### src/rtl/updown_seq_ctrl.sv
// Steps Q toward a latched TARGET by one count every DIV clocks; one-cycle DONE on arrival.
// START is accepted only in IDLE, so requesters wait for BUSY=0/DONE=0; ABORT cancels a move.
module updown_seq_ctrl #(
  parameter int WIDTH = 4,
  parameter int DIV   = 1
) (
  input  logic             C,
  input  logic             CLR,
  input  logic             START,
  input  logic [WIDTH-1:0] TARGET,
  input  logic             ABORT,
  output logic [WIDTH-1:0] Q,
  output logic             UP_DOWN,
  output logic             BUSY,
  output logic             DONE
);

  localparam int PW = (DIV > 1) ? $clog2(DIV) : 1;
  localparam logic [PW-1:0] PMAX = PW'(DIV - 1);

  typedef enum logic [1:0] {IDLE, RUN, FIN} state_t;

  state_t           state, nstate;
  logic [WIDTH-1:0] q, nq, tgt, ntgt, stepped;
  logic [PW-1:0]    pre, npre;
  logic             up, nup, busy, nbusy, done, ndone;

  always_ff @(posedge C or posedge CLR) begin
    if (CLR) begin
      state <= IDLE;
      q     <= '0;
      tgt   <= '0;
      pre   <= '0;
      up    <= 1'b1;
      busy  <= 1'b0;
      done  <= 1'b0;
    end else begin
      state <= nstate;
      q     <= nq;
      tgt   <= ntgt;
      pre   <= npre;
      up    <= nup;
      busy  <= nbusy;
      done  <= ndone;
    end
  end

  always_comb begin
    nstate  = state;
    nq      = q;
    ntgt    = tgt;
    npre    = pre;
    nup     = up;
    nbusy   = 1'b0;
    ndone   = 1'b0;
    stepped = up ? (q + WIDTH'(1)) : (q - WIDTH'(1));
    unique case (state)
      IDLE: begin
        if (START) begin
          ntgt = TARGET;
          npre = '0;
          if (TARGET == q) begin
            nstate = FIN;
            ndone  = 1'b1;
          end else begin
            nstate = RUN;
            nbusy  = 1'b1;
            nup    = (TARGET > q);
          end
        end
      end
      RUN: begin
        // ABORT outranks a step that falls due on the same edge
        if (ABORT) begin
          nstate = IDLE;
          npre   = '0;
        end else if (pre == PMAX) begin
          npre = '0;
          nq   = stepped;
          if (stepped == tgt) begin
            nstate = FIN;
            ndone  = 1'b1;
          end else begin
            nbusy = 1'b1;
          end
        end else begin
          npre  = pre + PW'(1);
          nbusy = 1'b1;
        end
      end
      FIN: nstate = IDLE;
      default: nstate = IDLE;
    endcase
  end

  assign Q       = q;
  assign UP_DOWN = up;
  assign BUSY    = busy;
  assign DONE    = done;

endmodule

### config.mk
export PLATFORM = sky130hd
export DESIGN_NAME = updown_seq_ctrl
export DESIGN_NICKNAME = d
export VERILOG_FILES = /design/src/rtl/updown_seq_ctrl.sv
export SDC_FILE = /design/constraint.sdc
export NUM_CORES = 1
export LEC_CHECK = 0
export ABC_AREA = 1
export CAP_MARGIN = 5
export CORE_ASPECT_RATIO = 2
export CORE_MARGIN = 3
export CORE_UTILIZATION = 30
export DETAILED_ROUTE_END_ITERATION = 16
export PLACE_DENSITY = 0.59
export SYNTH_ARGS = -nofsm -noshare
export SYNTH_HDL_FRONTEND = slang
export SYNTH_SLANG_ARGS = --single-unit
### constraint.sdc
create_clock -name C -period 5 [get_ports C]
set_clock_uncertainty 0.2 [all_clocks]
set_input_delay 0.75 -clock C [delete_from_list [all_inputs] [get_ports C]]
set_output_delay 0.75 -clock C [all_outputs]
set_load 0.05 [all_outputs]
# Word-level counts from Yosys, hierarchy flattened
# Index checks and enable logic that the tools add are counted.
[word_totals]
elab_cells = 50
reg_bits = 14
[op_classes]
bitwise_logic = 3
n_reduce_logical = 7
order_cmp = 1
eq_ne = 6
n_mux = 23
n_addsub = 3
[op_table]
columns = ["cell", "count"]
rows = [
  ["$mux 1", 13],
  ["$mux 2", 5],
  ["$reduce_and 3->1", 3],
  ["$eq 4x4->1", 2],
  ["$ne 3x3->1 const B", 2],
  ["$pmux 1 s2", 3],
  ["$add 4x1->4 const B", 1],
  ["$gt 4x4->1", 1],
  ["$mux 4", 1],
  ["$pmux 2 s2", 1],
  ["$reduce_and 2->1", 2],
  ["$sub 4x1->4 const B", 1],
  ["$not 1->1", 3],
  ["$eq 2x1->1 const B", 1],
  ["$logic_not 2->1", 1],
  ["$ne 2x2->1 const B", 1],
  ["$reduce_bool 2->1", 1],
  ["$add 1x1->1 const B", 1],
]

# Longest topological paths before layout
[depth]
ltp_word = 7
ltp_mapped = 11

# Worst setup path after synthesis
# No wires, ideal clock.
[synth_timing]
path_type = "reg2reg"
from = "register q[0], in the netlist Q[0]"
to = "register busy, in the netlist BUSY"
t_arrival_ps = 1911
synth_period_minus_slack_ps = 2231
path_stages_with_launch = 9
path_slack_ps = 2769
path_cell_list = "dfrtp_1 -> inv_1 -> fa_1 -> xor2_1 -> nand2_1 -> nor2_1 -> nand3_1 -> nand2_1 -> nand2_1"
[synth_via]
elab_chain_len = 7
elab_cells_between_ends = 11
cone_classes = "add/sub: 2; eq/ne: 2; mux: 7"
[synth_lines]
columns = ["item", "line", "rtl"]
rows = [
  ["from (decl)", "24", "logic [WIDTH-1:0] q, nq, tgt, ntgt, stepped;"],
  ["from (signal assigned)", "39", "q <= nq;"],
  ["$sub 4x1->4 or $add 4x1->4 (tied branches)", "56", "stepped = up ? (q + WIDTH'(1)) : (q - WIDTH'(1));"],
  ["$mux 4 (*)", "56", ""],
  ["net stepped[0]", "24", ""],
  ["$eq 4x4->1 (*)", "80", "if (stepped == tgt) begin"],
  ["$mux 1 (*)", "80", ""],
  ["$mux 1 (*)", "77", "end else if (pre == PMAX) begin"],
  ["$mux 1 (*)", "74", "if (ABORT) begin"],
  ["$pmux 1 s2 (*)", "57", "unique case (state)"],
  ["net nbusy", "26", "logic up, nup, busy, nbusy, done, ndone;"],
  ["to (signal assigned)", "43", "busy <= nbusy;"],
  ["to (decl)", "26", ""],
]
# The timed path passes the listed nets; every way through them passes the cells marked *.
# A chain may end at the register's enable or synchronous reset.

# Worst setup path in the final report
[layout_timing]
from = "register up, in the netlist UP_DOWN"
to = "output UP_DOWN"
[layout_rtl]
columns = ["item", "line", "rtl"]
rows = [
  ["from (decl)", "26", ""],
  ["from (signal assigned)", "42", "up <= nup;"],
  ["to (decl)", "13", "output logic UP_DOWN,"],
]
# No word-level cell between the ends.

==> flow_summary.json <==
{
  "numPortBuffers": 14,
  "routedWlPerCell_um": 12.0,
  "timing.hold.ws_ps": 314,
  "synth_cell_types": 18,
  "ys_seq_area_share_pct": 41.6,
  "synth_nets": 113,
  "dp_hpwl_um": 1450,
  "final_cell_mix": "31 x nand2_1, 14 x clkdlybuf4s50_1, 12 x dfrtp_1, 12 x inv_1, 7 x nand3_1",
  "drc": 0,
  "initial_core_util_pct": 32.2,
  "slowest_delay_ps": 810,
  "cp-start-kind": "register",
  "drt-initial-drc-count": 11,
  "die_y_um": 78.4,
  "hold_path_class": "reg2reg",
  "core-area_mm2": 0.00244,
  "cts_hold_buf": 0,
  "crit_type": "reg2out",
  "grt_pass1_wl_um": 2970,
  "post-route-period-util_pct": 51.4,
  "place_congestion": 0.757,
  "syn_to_final_growth_pct": 27.9,
  "finalMaxSlewViolations": 0,
  "drive_gt1_share_pct": 11.2,
  "final_antenna_net_count": 0,
  "drt_pass1_iterations": 4,
  "rsz0062_at_grt": "false",
  "clk_latency_ps": 250,
  "design.final.nets": 132,
  "cts_tree": "done",
  "cp_top_family": "buffers and inverters",
  "status": "finished, final reports clean",
  "setup_tns_ps": 0,
  "post_cts_buffers": 0,
  "grt_pass1_vias": 690,
  "crit_path_max_fanout": 5,
  "antenna_found_initial": 0,
  "end_kind": "output pin",
  "wirelength_um": 1720,
  "numCtsBuffers": 3,
  "cp_slowest_cell": "clkdlybuf4s50_1",
  "final-hold-violation-count": 0,
  "pin_count": 15,
  "synth_area_um2": 786,
  "netlist_instances": 98,
  "crit_chain": "clkdlybuf4s50_1",
  "final_common_cell": "nand2_1",
  "clkSinkCount": 13,
  "ctsResizeCount": 0,
  "ys_warn_count": 0,
  "finalSetupViolCount": 0,
  "cts_buffer_depth": 2,
  "cts_root_buffer": "clkbuf_8",
  "clkTransAtPathRegs_ps": 60,
  "period_needed_ps": 2570,
  "slew_headroom_pct": 65.6,
  "dieArea_mm2": 0.00331,
  "path_buf_inv": 1,
  "track_usage_pct": 11.8,
  "diodes": 0,
  "tightest_slew_ps": 515,
  "maxCapViolCount": 0,
  "via_per_inst": 4.71,
  "max_freq_mhz": 389,
  "syn_area_per_cell_um2": 8.02,
  "synth-seq-cells": 13,
  "die_w_um": 42.2,
  "cts_htree_levels": 1,
  "rows": 25,
  "overflow": 0,
  "grt_start_max_net_pins": 14,
  "cp.required_ps": 4050,
  "worstPathArrival_ps": 1620,
  "num_vias": 674
}
==> sequential cells by signal, indices dropped and copies added (netlist names) <==
signal	count
BUSY	1
DONE	1
Q	4
UP_DOWN	1
state	2
tgt	4
==> stage by stage <==
| stage | std cells | utilization [%] | setup slack [ps] | cell area [um^2] |
|---|---|---|---|---|
| floorplan | 98 | - | 2770 | 786 |
| global placement | 139 | 39.3 | 2690 | 960 |
| detailed placement | 139 | 39.3 | 2690 | 960 |
| CTS | 143 | 41.2 | 2430 | 1000 |
| global route | 143 | 41.2 | 2400 | 1000 |
| finish | 143 | 41.2 | 2430 | 1000 |
==> kinds of logic after synthesis <==
logic type      after synthesis  share of synthesized area [%]
compound gates                9                           5.73
fa+ha+maj                     7                           12.1
flops                        13                           41.6
xor+xnor                      3                           3.34
simple gates                 51                           30.1
buf+inv                      15                           7.17
==> worst paths after layout <==
kind | from | slack [ps] | cells after the start | to
setup reg to reg | Q[0] | 2940 | 8 | BUSY
setup / recovery | UP_DOWN | 2430 | 1 | UP_DOWN
max in group asynchronous | CLR | 3590 | 2 | UP_DOWN
min in group asynchronous | CLR | 640 | 2 | BUSY
hold reg to reg | tgt[1] | 310 | 2 | tgt[1]
hold / removal | tgt[1] | 310 | 2 | tgt[1]
==> layout make-up <==
type | count | area, um^2
fillers | 266 | 1440
multi-input cells | 70 | 403
flip-flops and latches | 13 | 327
repair buffers | 14 | 140
inverters | 15 | 56.3
clock buffers | 4 | 45.0
well taps | 27 | 33.8
==> metal layers <==
layer  GRT usage [%]  vias to the layer above  part of all wire, %
li1                -                      344                    -
met1            10.9                      313                   36
met2            23.2                       12                   59
met3            2.06                        5                  3.1
met4            5.61                        0                  2.6
met5               0                        -                    0
==> Yosys cell counts, drive strengths merged <==
library cell  instances  area share [%]
nand4                 2             1.6
or2                   1             1.1
nand3                 7             4.5
xor2                  3             3.3
dfstp                 1             3.3
nand3b                1            0.96
nor3                  1             2.1
fa                    1             2.5
dfrtp                12              38
o21ai                 6             3.8
a21oi                 3             1.9
ha                    6             9.6
nor2                  4             1.9
nand2                35              18
inv                  15             7.2
==> worst min-delay path: stages (launching register included) <==
cell and delay, ps:
dfrtp_1 360, nand2_1 60, nand2_1 60
Power is left out: the tool's default activity adds up to more than one toggle a clock period on the data nets, which glitch-free logic cannot reach.
